File: src/rtl/mdio_master.sv
// Clause-22 MDIO management master: serialises one read or write frame per
// accepted command, generating MDC from clk_200m by a HALF_DIV divider.
module mdio_master #(
  parameter int HALF_DIV     = 40,
  parameter int PREAMBLE_LEN = 32
) (
  input  logic        clk_200m,
  input  logic        rst_200m,
  input  logic        cmd_valid,
  output logic        cmd_ready,
  input  logic        cmd_write,
  input  logic [4:0]  cmd_phy_addr,
  input  logic [4:0]  cmd_reg_addr,
  input  logic [15:0] cmd_wdata,
  output logic        rsp_valid,
  output logic [15:0] rsp_rdata,
  output logic        rsp_err,
  output logic        busy,
  output logic        mdc,
  output logic        mdio_out,
  output logic        mdio_oen,
  input  logic        mdio_in
);

  localparam int DIV_W = $clog2(2 * HALF_DIV);
  localparam logic [DIV_W-1:0] DIV_RISE = DIV_W'(HALF_DIV);
  localparam logic [DIV_W-1:0] DIV_LAST = DIV_W'(2 * HALF_DIV - 1);
  localparam logic [4:0] PRE_LAST = (PREAMBLE_LEN > 0) ? 5'(PREAMBLE_LEN - 1) : 5'd0;

  typedef enum logic [2:0] {
    S_IDLE,
    S_PRE,
    S_CMD,
    S_TA,
    S_DATA,
    S_DONE
  } state_t;

  state_t           state, state_n, follow;
  logic [DIV_W-1:0] div_cnt, div_n;
  logic [4:0]       bit_cnt, bit_n, last_idx;
  logic             bit_end, in_frame_n;
  logic             is_write, ta_err, mdc_q;
  logic [31:0]      tx_shift;
  logic [15:0]      rx_shift;

  assign bit_end   = (div_cnt == DIV_LAST);
  assign cmd_ready = (state == S_IDLE);
  assign busy      = (state != S_IDLE);
  assign rsp_valid = (state == S_DONE);
  assign mdc       = mdc_q;

  always_comb begin
    state_n  = state;
    div_n    = div_cnt;
    bit_n    = bit_cnt;
    last_idx = 5'd15;
    follow   = S_DONE;
    case (state)
      S_PRE:   begin last_idx = PRE_LAST; follow = S_CMD;  end
      S_CMD:   begin last_idx = 5'd13;    follow = S_TA;   end
      S_TA:    begin last_idx = 5'd1;     follow = S_DATA; end
      default: begin last_idx = 5'd15;    follow = S_DONE; end
    endcase

    case (state)
      S_IDLE: begin
        div_n = '0;
        bit_n = '0;
        if (cmd_valid) state_n = (PREAMBLE_LEN == 0) ? S_CMD : S_PRE;
      end
      S_PRE, S_CMD, S_TA, S_DATA: begin
        if (bit_end) begin
          div_n = '0;
          if (bit_cnt == last_idx) begin
            bit_n   = '0;
            state_n = follow;
          end else begin
            bit_n = bit_cnt + 5'd1;
          end
        end else begin
          div_n = div_cnt + DIV_W'(1);
        end
      end
      default: begin
        state_n = S_IDLE;
        div_n   = '0;
        bit_n   = '0;
      end
    endcase

    in_frame_n = (state_n == S_PRE) || (state_n == S_CMD) ||
                 (state_n == S_TA)  || (state_n == S_DATA);
  end

  // Pad drive: on reads the master lets go of MDIO from the first TA bit onward
  always_comb begin
    mdio_out = 1'b1;
    mdio_oen = 1'b1;
    case (state)
      S_PRE: mdio_oen = 1'b0;
      S_CMD: begin
        mdio_out = tx_shift[31];
        mdio_oen = 1'b0;
      end
      S_TA, S_DATA: begin
        if (is_write) begin
          mdio_out = tx_shift[31];
          mdio_oen = 1'b0;
        end
      end
      default: ;
    endcase
  end

  always_ff @(posedge clk_200m) begin
    if (rst_200m) begin
      state     <= S_IDLE;
      div_cnt   <= '0;
      bit_cnt   <= '0;
      mdc_q     <= 1'b0;
      is_write  <= 1'b0;
      ta_err    <= 1'b0;
      tx_shift  <= '0;
      rx_shift  <= '0;
      rsp_rdata <= '0;
      rsp_err   <= 1'b0;
    end else begin
      state   <= state_n;
      div_cnt <= div_n;
      bit_cnt <= bit_n;
      // MDC is registered from the next-state view so it never glitches
      mdc_q   <= in_frame_n && (div_n >= DIV_RISE);

      if (state == S_IDLE && cmd_valid) begin
        is_write <= cmd_write;
        tx_shift <= {2'b01, (cmd_write ? 2'b01 : 2'b10), cmd_phy_addr,
                     cmd_reg_addr, 2'b10, cmd_wdata};
      end else if ((state == S_CMD || state == S_TA || state == S_DATA) && bit_end) begin
        tx_shift <= {tx_shift[30:0], 1'b0};
      end

      if (!is_write && div_cnt == DIV_RISE) begin
        if (state == S_TA && bit_cnt == 5'd1) ta_err <= mdio_in;
        else if (state == S_DATA) rx_shift <= {rx_shift[14:0], mdio_in};
      end

      if (state == S_DATA && state_n == S_DONE) begin
        rsp_err <= !is_write && ta_err;
        if (!is_write) rsp_rdata <= rx_shift;
      end
    end
  end

endmodule

File: config.mk
export PLATFORM = sky130hd
export DESIGN_NAME = mdio_master
export DESIGN_NICKNAME = d
export VERILOG_FILES = /design/src/rtl/mdio_master.sv
export SDC_FILE = /design/constraint.sdc
export NUM_CORES = 1
export LEC_CHECK = 0
export BUFFER_PORTS_ARGS = -buffer_cell sky130_fd_sc_hd__buf_2
export CAP_MARGIN = 20
export CORE_UTILIZATION = 50
export CTS_CLUSTER_DIAMETER = 50
export DETAILED_ROUTE_END_ITERATION = 7
export PLACE_DENSITY = 0.71
export REMOVE_ABC_BUFFERS = 1
export SKIP_LAST_GASP = 1
export SLEW_MARGIN = 20
export SYNTH_ARGS = -nofsm -noshare
export SYNTH_HDL_FRONTEND = slang
export SYNTH_SLANG_ARGS = --single-unit
File: constraint.sdc
create_clock -name clk_200m -period 3 [get_ports clk_200m]
set_input_delay 0.15 -clock clk_200m [delete_from_list [all_inputs] [get_ports clk_200m]]
set_output_delay 0.15 -clock clk_200m [all_outputs]
set_load 0.1 [all_outputs]
# Yosys cells after proc, flatten, opt, wreduce, memory -nomap -nowiden
# Cells that the tools add are included.
[op_classes] reduce_logical=24 mux=16 add_sub_neg=2 bitwise_logic=3 magnitude_cmp=1 eq_ne=14
[ops] cell="$mux 31" count=2
[ops] cell="$pmux 5 s3" count=1
[ops] cell="$mux 7" count=2
[ops] cell="$eq 3x2->1 const B" count=4
[ops] cell="$eq 3x3->1 const B" count=4
[ops] cell="$mux 3" count=3
[ops] cell="$pmux 3 s3" count=1
[ops] cell="$reduce_or 2->1" count=4
[ops] cell="$add 7x1->7 const B" count=1
[ops] cell="$eq 7x6->1 const B" count=1
[ops] cell="$eq 7x7->1 const B" count=1
[ops] cell="$ge 7x6->1 const B" count=1
[ops] cell="$logic_and 1x1->1" count=7
[ops] cell="$eq 3x1->1 const B" count=2
[ops] cell="$pmux 3 s2" count=1
[ops] cell="$add 5x1->5 const B" count=1
[ops] cell="$eq 5x1->1 const B" count=1
[ops] cell="$eq 5x5->1" count=1
[ops] cell="$logic_or 1x1->1" count=5
[ops] cell="$mux 5" count=1
[ops] cell="$pmux 1 s2" count=2
[ops] cell="$reduce_and 2->1" count=2
[ops] cell="$reduce_or 4->1" count=1
[ops] cell="$logic_not 3->1" count=1
[ops] cell="7 further kinds" count=10
[word_totals] register_bits=83 in_bits=31 out_inout_bits=23

# Longest topological paths before layout
# Gate-level depths: netlist of the first run.
[logic_depth] word_depth=11 mapped_depth=8 mapped_depth_nobuf=7

# Worst setup path before layout of the first run
# Ideal clock, no wire load.
[synth_path] path_kind="register -> output" startpoint="reg state[1]" endpoint="out busy" slack_ps=-1107 t_required_ps=2850 path_stages_with_launch=4 path_buffers=1 arrival_time_ps=3957 path_cell_list="dfxtp_1 -> buf_2 -> nor3_1 -> inv_1"
[synth_between] elab_chain_cells=1
[synth_lines] element="from (decl)" line_no="39" rtl="state_t state, state_n, follow;"
[synth_lines] element="from (signal assigned)" line_no="129" rtl="state <= state_n;"
[synth_lines] element="$reduce_bool 3->1" line_no="49" rtl="assign busy = (state != S_IDLE);"
[synth_lines] element="to (decl)" line_no="18" rtl="output logic busy,"
# No other way between the ends.

# Worst setup path after layout of the first run
[layout_path] startpoint="reg state[1]" endpoint="reg rsp_rdata[6]"
[layout_between] elab_chain_cells=9 word_cells_on_any_way=16 classes_between="eq/ne: 6; mux: 6; reduce/logical: 4"
[layout_lines] element="$eq 3x2->1 / $eq 3x1->1 (equally long branches)" line_no="59, 66"
[layout_lines] element="$pmux 5 s3" line_no="59" rtl="case (state)"
[layout_lines] element="$eq 5x5->1" line_no="75" rtl="if (bit_cnt == last_idx) begin"
[layout_lines] element="$mux 3" line_no="75"
[layout_lines] element="$mux 3" line_no="73" rtl="if (bit_end) begin"
[layout_lines] element="$pmux 3 s2" line_no="66" rtl="case (state)"
[layout_lines] element="$eq 3x3->1" line_no="148" rtl="if (state == S_DATA && state_n == S_DONE) begin"
[layout_lines] element="$logic_and 1x1->1 *" line_no="148"
[layout_lines] element="$reduce_and 2->1 (no source line) *"
[layout_lines] element="to (signal assigned)" line_no="150" rtl="if (!is_write) rsp_rdata <= rx_shift;"
[layout_lines] element="to (decl)" line_no="16" rtl="output logic [15:0] rsp_rdata,"
# Mark *: on every way between the ends. The rest lies on a longest branch, timed or not.
# A chain may end at the register's enable or synchronous reset.

==> metrics.md, run 1 <==
| Metric | Value |
|---|---|
| 1st-pass router iterations | 4 |
| Final WL | 6590 µm |
| Via density | between 5 and 6 |
| Seq/Total Area, Yosys | a little under half |
| Clk_skew | 0.00924 ns |
| Crit-path cells | or3b_1 -> a21oi_4 -> o2111ai_4 -> mux2i_1 -> nor2_1 |
| Most common cell after layout, fill and taps aside | dfxtp_1 |
| CTS H-tree depth | 3 |
| Die W | roughly 87 µm |
| Nets | 450 |
| Global-route wire length before repair | 11100 µm |
| Gate Count Post-Synth | 370 |
| Worst Hold Class | primary input to flop |
| Critical path required time | about 3.2 ns |
| Setup CP Type | flop to flop |
| Peak VDD IR | ~250 µV |
| Total gr overflow | 0 |
| Setup Total Neg Slack | 0 ns |
| Fmax | 460 MHz |
| Clk sink count | between 80 and 90 |
| Final Hold Fails | 0 |
| Via count | between 2000 and 3000 |
| Num ports | 54 |
| Slowest cell on the critical path | dfxtp_1 |
| Post-CTS setup buffers | 0 |
| Area grow syn2layout | 12.8% |
| Routability cong. | about 0.86 |
| Die area | 7630 µm² |
| Initial core utilization | 52.7% |
| DP HPWL | 4510 µm |
| Num rows | 30 |
| Synth warn | 0 |
| Hold WS | between 0.06 and 0.07 ns |
| Final Setup Violations | 0 |
| CTS tree | built |
| Input/output buffers | 53 |
| Final core utilization | about three fifths |
| Worst Path Arrival | 2.38 ns |
| DR iter-0 viols | just over 90 |
| Final Slew Violations | 0 |
| Clock Latency Late Sink | approximately 0.34 ns |
| Seq cells post-synth | just over 80 |
| ANT cells | 0 |
| Initial antenna violation count | 0 |
| Post-CTS Hold Buffers | 0 |
| Die Y-Extent | slightly below 90 µm |
| Clk buf depth | 2 |
| Avg Inst Size Synth | a little under 10 µm² |
| Final ANT Viol Nets | 0 |
| R2R depth | 5 |
| Non-filler instance count after layout | around 520 |
| Number of max-cap violations | 0 |
| Power per cell area | slightly below 500 nW/µm² |
| Hold path cells | 3 |
| Fraction of layout cells with a size suffix above 1 | between 20% and 30% |
| Leak Pwr | 2.06 nW |
| Most frequent cells in the layout | dfxtp_1, nor2_1, mux2i_1, buf_2, a211oi_1 |
| Async set or reset register ratio after synthesis | 0% |
| Wire per inst | between 10 and 15 µm |
| Top post-synthesis cells by area | dfxtp_1, mux2i_1, nor2_1 |
| Vias in the first global route | about 2400 |
| Clock transition at path regs | approximately 0.090 ns |
| Largest net degree at the start of global routing | 58 |
| RSZ-0062 raised after global routing | false |
| Max_slew headroom | 51.7% |
| Mapped Area | approximately 3600 µm² |
| Crit end category | flop |
| Placed Cells | 500 |
| Status | finished, final reports clean |
| Post-synth EDFFs | 0 |
| Minimum clock period | approximately 2.2 ns |
| Core box area | 6910 µm² |
| Fin worst setup slack | 0.827 ns |
| Tcrit/Tclk final | between 70% and 80% |
| Top FF cell, synth | dfxtp_1 |
| Total GRT Usage | a little under a fifth |
| Post-place setup slack | 0.810 ns |
| Critical Path Fanout Max | 16 |
| CTS resizes | 0 |
| Cell variety after synth | 52 |
| Worst-margin pin slew | between 0.7 and 0.8 ns |
| CP startpoint kind | flop |
| Top-area cell type share of the netlist area | approximately 46% |
| Post-route DRC | 0 |
| Yosys top cell by area | dfxtp_1 |
| CTS buffer count | 9 |
| CTS Root Cell | clkbuf_8 |
| Critical Path Max Stage Delay | 0.60 ns |
layout make-up:
cell class              instances  area [µm²]
fillers                       651        2800
flip-flops and latches         83        1660
inverters                       6        22.5
repair buffers                 56         288
well taps                      96         120
clock buffers                  10         128
clock inverters                 6        41.3
multi-input cells             259        1850
where the power goes:
group	internal [mW]	switching (mW)	total, mW
registers	1.14	0.0217	1.16
clock network	0.301	0.396	0.697
logic	0.0530	0.0874	0.140
metal layers:
layer	GRT usage [%]	wire length, µm	vias up
met4	7.75	51	0
met5	0	0	-
met1	25.1	3280	1196
met3	4.08	270	4
met2	28.8	2980	52
li1	-	-	1373
Yosys cell counts (2+ instances only):
master and instances:
xnor2_1 4, buf_1 2, nor2_1 73, a21oi_1 10, nand2_1 17, mux2i_1 64, nand2b_1 4, a21o_1 2
buf_2 4, a211oi_1 26, or3b_1 2, ha_1 4, nor3_2 3, buf_4 3, buf_6 2, nor3_1 4
dfxtp_1 83, nand4_1 2, inv_1 6, xor2_1 6, clkbuf_1 11, o21ai_0 2, nand3_1 4, and2_1 3
or2_2 2
worst max-delay path: cells and delay by family (launching register included):
family             cells  cell delay [ns]
DFF                    1             0.60
and+or+nand+nor        2             0.49
muxes                  1             0.30
AOI/OAI and AO/OA      2             0.64
per-stage QoR:
step	power (mW)	cell area, µm²
final	1.99	4110
after global routing	2.09	4110
after floorplan	1.27	3530
after global placement	1.32	3940
after CTS	2.02	4110
after detailed placement	1.32	3940
cells by family (layout without fill, tap and decap cells):
logic type | after synthesis | count (layout) | synth area share [%]
buffers and inverters | 28 | 78 | 3.75
flip-flops | 83 | 83 | 45.6
multiplexers | 65 | 65 | 18.2
AND/OR/NAND/NOR | 128 | 128 | 17.7
adder cells (fa/ha/maj) | 4 | 4 | 1.37
AO/OA/AOI/OAI | 52 | 52 | 10.9
XOR/XNOR | 10 | 10 | 2.41
final timing paths:
path | startpoint | to | slack (ns)
setup reg to reg | state[1] | rsp_rdata[6] | 0.83
hold reg to reg | div_cnt[0] | div_cnt[0] | 0.47
hold / removal | cmd_wdata[0] | tx_shift[0] | 0.06
setup / recovery | state[1] | rsp_rdata[6] | 0.83
registers in the layout (all words and copies together), names as in the netlist, 3 cells and up:
register	flops
div_cnt	7
tx_shift	32
rx_shift	16
rsp_rdata	16
state	3
bit_cnt	5
Note: power is estimated with default switching activity, not from simulation.
==> inputs of run 2 (changes only) <==
==> constraint.sdc (replaced) <==
create_clock -name clk_200m -period 2.3 [get_ports clk_200m]
set_input_delay 0.115 -clock clk_200m [delete_from_list [all_inputs] [get_ports clk_200m]]
set_output_delay 0.115 -clock clk_200m [all_outputs]
set_load 0.1 [all_outputs]
==> run 2 against run 1 <==
Power increased by 31%. Critical path depth increased by 2. Global-route usage increased by 0.52 points. Core utilization increased by 1.0 points. Critical endpoint is now mdio_out. Largest cell class unchanged.
==> metrics.md, run 2 (synthesized netlist as in run 1, its figures left out) <==
| Metric | Value |
|---|---|
| Reg2Reg Launch Point | div_cnt[0] |
| Slowest cell on the critical path | dfxtp_1 |
| DR iter-0 viols | ~100 |
| Clock transition at path regs | ~0.08 ns |
| Wire per inst | 13.0 µm |
| Clk_skew | roughly 0.011 ns |
| Crit-path cells | buf_4 -> inv_1 -> nand3_1 -> a21oi_1 -> a31oi_1 -> or2_2 -> buf_2 |
| Die Y-Extent | 87.3 µm |
| Clk buf depth | 2 |
| Power per cell area | about 630 nW/µm² |
| Fmax | between 400 and 500 MHz |
| Clock Latency Late Sink | ~0.35 ns |
| Status | finished, final reports clean |
| RSZ-0062 raised after global routing | false |
| Vias in the first global route | roughly 2500 |
| Hold Crit Start | mdio_in |
| CP startpoint kind | flop |
| Worst Path Arrival | roughly 2.0 ns |
| Crit end category | output pin |
| Largest net degree at the start of global routing | 35 |
| Area grow syn2layout | 14.7% |
| CTS tree | built |
| Fillers | between 600 and 700 |
| Setup Total Neg Slack | 0 ns |
| Number of max-cap violations | 0 |
| 1st-pass router iterations | 5 |
| Total GRT Usage | 19.1% |
| Final Setup Violations | 0 |
| Leak Pwr | 2.10 nW |
| Non-filler instance count after layout | ~520 |
| CTS Root Cell | clkbuf_8 |
| Top Registers | tx_shift: 32 flops, rsp_rdata: 16 flops, rx_shift: 16 flops |
| Initial antenna violation count | 0 |
| Num ports | between 50 and 60 |
| Critical path required time | ~2.2 ns |
| DP HPWL | between 4000 and 5000 µm |
| CTS buffer count | 9 |
| Clk sink count | 83 |
| Final Slew Violations | 0 |
| R2R depth | 7 |
| Tcrit/Tclk final | between 90% and 100% |
| Input/output buffers | 53 |
| Worst-margin pin slew | 0.512 ns |
| Die W | between 80 and 90 µm |
| Final Hold Fails | 0 |
| Final WL | 6780 µm |
| CP startpoint | state[1] |
| Nets | 457 |
| Initial core utilization | 52.7% |
| Post-route DRC | 0 |
| Placed Cells | 504 |
| Via density | roughly 5.2 |
| Hold path cells | 3 |
| Peak VDD IR | ~420 µV |
| Biggest register | tx_shift |
| Total gr overflow | 0 |
| ANT cells | 0 |
| Final ANT Viol Nets | 0 |
| Core box area | 6910 µm² |
| Via count | 2717 |
| Critical Path Max Stage Delay | 0.48 ns |
| CTS resizes | 0 |
| Critical Path Fanout Max | 7 |
| Max_slew headroom | approximately two thirds |
| Setup CP Type | flop to output pin |
| Global-route wire length before repair | around 11000 µm |
| Minimum clock period | about 2.1 ns |
| Max reg flops | 32 |
| Num rows | 30 |
| Most frequent cells in the layout | dfxtp_1, nor2_1, mux2i_1, buf_2, a211oi_1 |
| Most common cell after layout, fill and taps aside | dfxtp_1 |
| CTS H-tree depth | 3 |
| Routability cong. | slightly below 0.9 |
| Die area | between 7000 and 8000 µm² |
| Fraction of layout cells with a size suffix above 1 | a little over a fifth |
| Worst Hold Class | primary input to flop |
## run 2: cell types whose count changed in the layout (fill, tap and decap cells not counted), sizes merged
| cell | change |
|---|---|
| buf | +6 |
| inv | -1 |
| clkbuf | +1 |
| dlygate4sd3 | +1 |
## run 2: power breakdown
group          internal, mW  switching, mW  leakage, nW
Clock                 0.396          0.518       0.0757
Combinational        0.0728          0.114         1.35
Sequential             1.48         0.0295        0.676
Total                  1.95          0.662         2.10
## run 2: timing repair
| action | in CTS | in global routing |
|---|---|---|
| endpoints found under the hold margin | 1 | 0 |
| endpoints found under the setup margin | 0 | 1 |
| buffers inserted | 0 | 2 |
| hold buffers | 1 | 0 |
## run 2: worst paths after layout
check        slack [ns]           to
max reg2reg        0.23  rx_shift[8]
min reg2reg        0.47      rsp_err
min                0.04       ta_err
max                0.21     mdio_out
## run 2: metrics by stage
step | setup slack, ns | hold WS [ns] | instance area (µm²) | total power, mW | utilization (%)
floorplan | -2.46 | 0.184 | 3530 | 1.65 | -
finish | 0.208 | 0.0363 | 4180 | 2.61 | 60.5
CTS | 0.138 | 0.0219 | 4150 | 2.64 | 60.1
detailed placement | 0.141 | 0.375 | 3970 | 1.73 | 57.4
global route | 0.0715 | 0.0315 | 4180 | 2.73 | 60.5
global placement | 0.248 | 0.369 | 3970 | 1.73 | 57.4
## run 2: final cells by class
cell class | instances | area [µm²] | area share (%)
Clock buffer | 11 | 131 | 3.15
Clock inverter | 5 | 40.0 | 0.959
Inverter | 6 | 22.5 | 0.539
Multi-Input combinational cell | 259 | 1850 | 44.2
Sequential cell | 83 | 1660 | 39.8
Tap cell | 96 | 120 | 2.88
Timing Repair Buffer | 63 | 355 | 8.51
## run 2: layer usage
layer | vias to the layer above | global-route usage (%) | wire length, µm
met3 | 9 | 6.16 | 359
met1 | 1258 | 24.5 | 3190
met2 | 56 | 29.5 | 3150
li1 | 1394 | - | -
met5 | - | 0 | 0
met4 | 0 | 8.20 | 79
## run 2: critical path: cells and delay by family, from the launching register on
kind / cells / cell delay [ns]
flops: 1 / 0.48
buf+inv: 3 / 0.71
compound gates: 2 / 0.22
simple gates: 2 / 0.22
==> inputs of run 3 (changes only) <==
==> constraint.sdc (replaced) <==
create_clock -name clk_200m -period 2.4 [get_ports clk_200m]
set_input_delay 0.12 -clock clk_200m [delete_from_list [all_inputs] [get_ports clk_200m]]
set_output_delay 0.12 -clock clk_200m [all_outputs]
set_load 0.1 [all_outputs]
==> run 3 against run 2 <==
Register-to-register slack hardly changed. Non-clock buffer count is 4 lower. Clock skew is 0.0069 ns lower. Die area stayed put. Combinational power is 4% lower. Sequential power is 4% lower. Power is 3.0% higher. Critical path depth is 2 lower. Global-route usage is 0.58 points higher.
==> metrics.md, run 3 (synthesized netlist as in run 1, its figures left out) <==
| Metric | Value |
|---|---|
| Vias in the first global route | approximately 2600 |
| Clk sink count | 83 |
| Clock transition at path regs | roughly 0.080 ns |
| DR iter-0 viols | approximately 130 |
| Routability cong. | around 0.88 |
| Final ANT Viol Nets | 0 |
| Final Slew Violations | 0 |
| Fraction of layout cells with a size suffix above 1 | a little over a fifth |
| Top Registers | tx_shift: 32 flops, rsp_rdata: 16 flops, rx_shift: 16 flops |
| Num rows | 30 |
| DP HPWL | between 4000 and 5000 µm |
| Minimum clock period | around 2.2 ns |
| Num ports | 54 |
| Crit-path cells | or3b_1 -> a21oi_4 -> o2111ai_4 -> mux2i_1 -> nor2_1 |
| Fin worst setup slack | approximately 0.24 ns |
| R2R depth | 5 |
| Reg-to-reg endpoint | rsp_rdata[8] |
| Post-CTS Hold Buffers | 0 |
| Input/output buffers | 53 |
| Critical path required time | ~2.6 ns |
| Nets | between 400 and 500 |
| Post-place setup slack | 0.265 ns |
| Peak VDD IR | 423 µV |
| Most common cell after layout, fill and taps aside | dfxtp_1 |
| Via density | around 5.2 |
| Slowest cell on the critical path | dfxtp_1 |
| Initial core utilization | a little over half |
| CTS tree | built |
| Leak Pwr | between 2 and 2.5 nW |
| Combinational share of power | under 10% |
| Non-filler instance count after layout | 519 |
| Switching pwr | ~600 µW |
| CTS H-tree depth | 3 |
| WHS Endpoint | tx_shift[0] |
| Largest net degree at the start of global routing | 39 |
| Die Y-Extent | 87.3 µm |
| Die W | between 80 and 90 µm |
| Critical Path Fanout Max | 16 |
| Max_slew headroom | 50.4% |
| Hold WS | 0.0215 ns |
| Seq pwr share | between 50 and 60% |
| Critical Path Max Stage Delay | about 0.6 ns |
| Global-route wire length before repair | 11700 µm |
| Crit end category | flop |
| 1st-pass router iterations | 4 |
| Via count | ~2700 |
| Biggest register | tx_shift |
| ANT cells | 0 |
| Hold Crit Start | cmd_wdata[0] |
| Clock Latency Late Sink | 0.34 ns |
| RSZ-0062 raised after global routing | false |
| Switch share | between 20% and 30% |
| Die area | between 7000 and 8000 µm² |
| Placed Cells | between 500 and 600 |
| Setup CP Type | flop to flop |
| CTS Root Cell | clkbuf_8 |
| Worst-margin pin slew | between 0.7 and 0.8 ns |
| Post-route DRC | 0 |
| Number of max-cap violations | 0 |
| Worst Hold Class | primary input to flop |
| Clk_skew | around 0.0045 ns |
| Dpl cell area | just under 4000 µm² |
| Total gr overflow | 0 |
| Post-CTS setup buffers | 0 |
| Core box area | 6910 µm² |
| Hold path cells | 3 |
| Worst Path Arrival | around 2.4 ns |
| Initial antenna violation count | 0 |
| CTS buffer count | 9 |
| Wire per inst | 12.8 µm |
| Power per cell area | roughly 650 nW/µm² |
| Tcrit/Tclk final | 90.0% |
| CTS resizes | 0 |
| Status | finished, final reports clean |
| CP startpoint kind | flop |
| Max reg flops | 32 |
| Most frequent cells in the layout | dfxtp_1, nor2_1, mux2i_1, buf_2, a211oi_1 |
| Total GRT Usage | 19.7% |
| Power share of the clock group | about 40% |
| Final Setup Violations | 0 |
| Post-route cell area | between 4000 and 5000 µm² |
| Final Hold Fails | 0 |
| Internal power | between 2 and 2.5 mW |
| Area grow syn2layout | 14.5% |
| Final WL | around 6700 µm |
| Reg2Reg Launch Point | state[1] |
| Worst reg-to-reg setup slack | around 0.24 ns |
| Fmax | about 460 MHz |
| Clk buf depth | 2 |
run 3: per-stage QoR:
stage                     util (%)  total power [mW]  setup TNS, ns
after global routing          60.4              2.81              0
after CTS                     60.4              2.72              0
after detailed placement      57.3              1.66              0
after floorplan                  -              1.58         -76.46
after global placement        57.3              1.65              0
final                         60.4              2.69              0
run 3: area by class of cell:
type                    count  area (µm²)
clock buffers              11         131
clock inverters             5        77.6
fillers                   630        2740
inverters                   6        22.5
multi-input cells         259        1850
flip-flops and latches     83        1660
well taps                  96         120
repair buffers             59         310
run 3: routing by layer:
| metal | global-route usage (%) | vias up | share of wire, % |
|---|---|---|---|
| li1 | - | 1387 | - |
| met1 | 26.5 | 1234 | 51 |
| met2 | 29.6 | 46 | 44 |
| met3 | 5.21 | 13 | 3.4 |
| met4 | 8.79 | 0 | 2.1 |
| met5 | 0 | - | 0 |
run 3: worst max-delay path by stage:
stage / startpoint / to
global route: state[2] / rsp_rdata[15]
global placement: state[1] / rsp_rdata[1]
detailed placement: state[1] / rsp_rdata[8]
floorplan: state[1] / tx_shift[10]
CTS: state[1] / mdio_out
finish: state[1] / rsp_rdata[8]
run 3: power groups by stage:
stage | registers, mW | logic (mW) | clock network [mW]
floorplan | 1.47 | 0.112 | 0
global placement | 1.48 | 0.176 | 0
detailed placement | 1.48 | 0.179 | 0
finish | 1.45 | 0.179 | 1.06
global route | 1.46 | 0.201 | 1.15
CTS | 1.45 | 0.180 | 1.09
run 3: worst max-delay path: cells and delay by family (launching register included):
kind / cells / cell delay [ns]
flops: 1 / 0.60
compound gates: 2 / 0.65
mux: 1 / 0.30
simple gates: 2 / 0.50
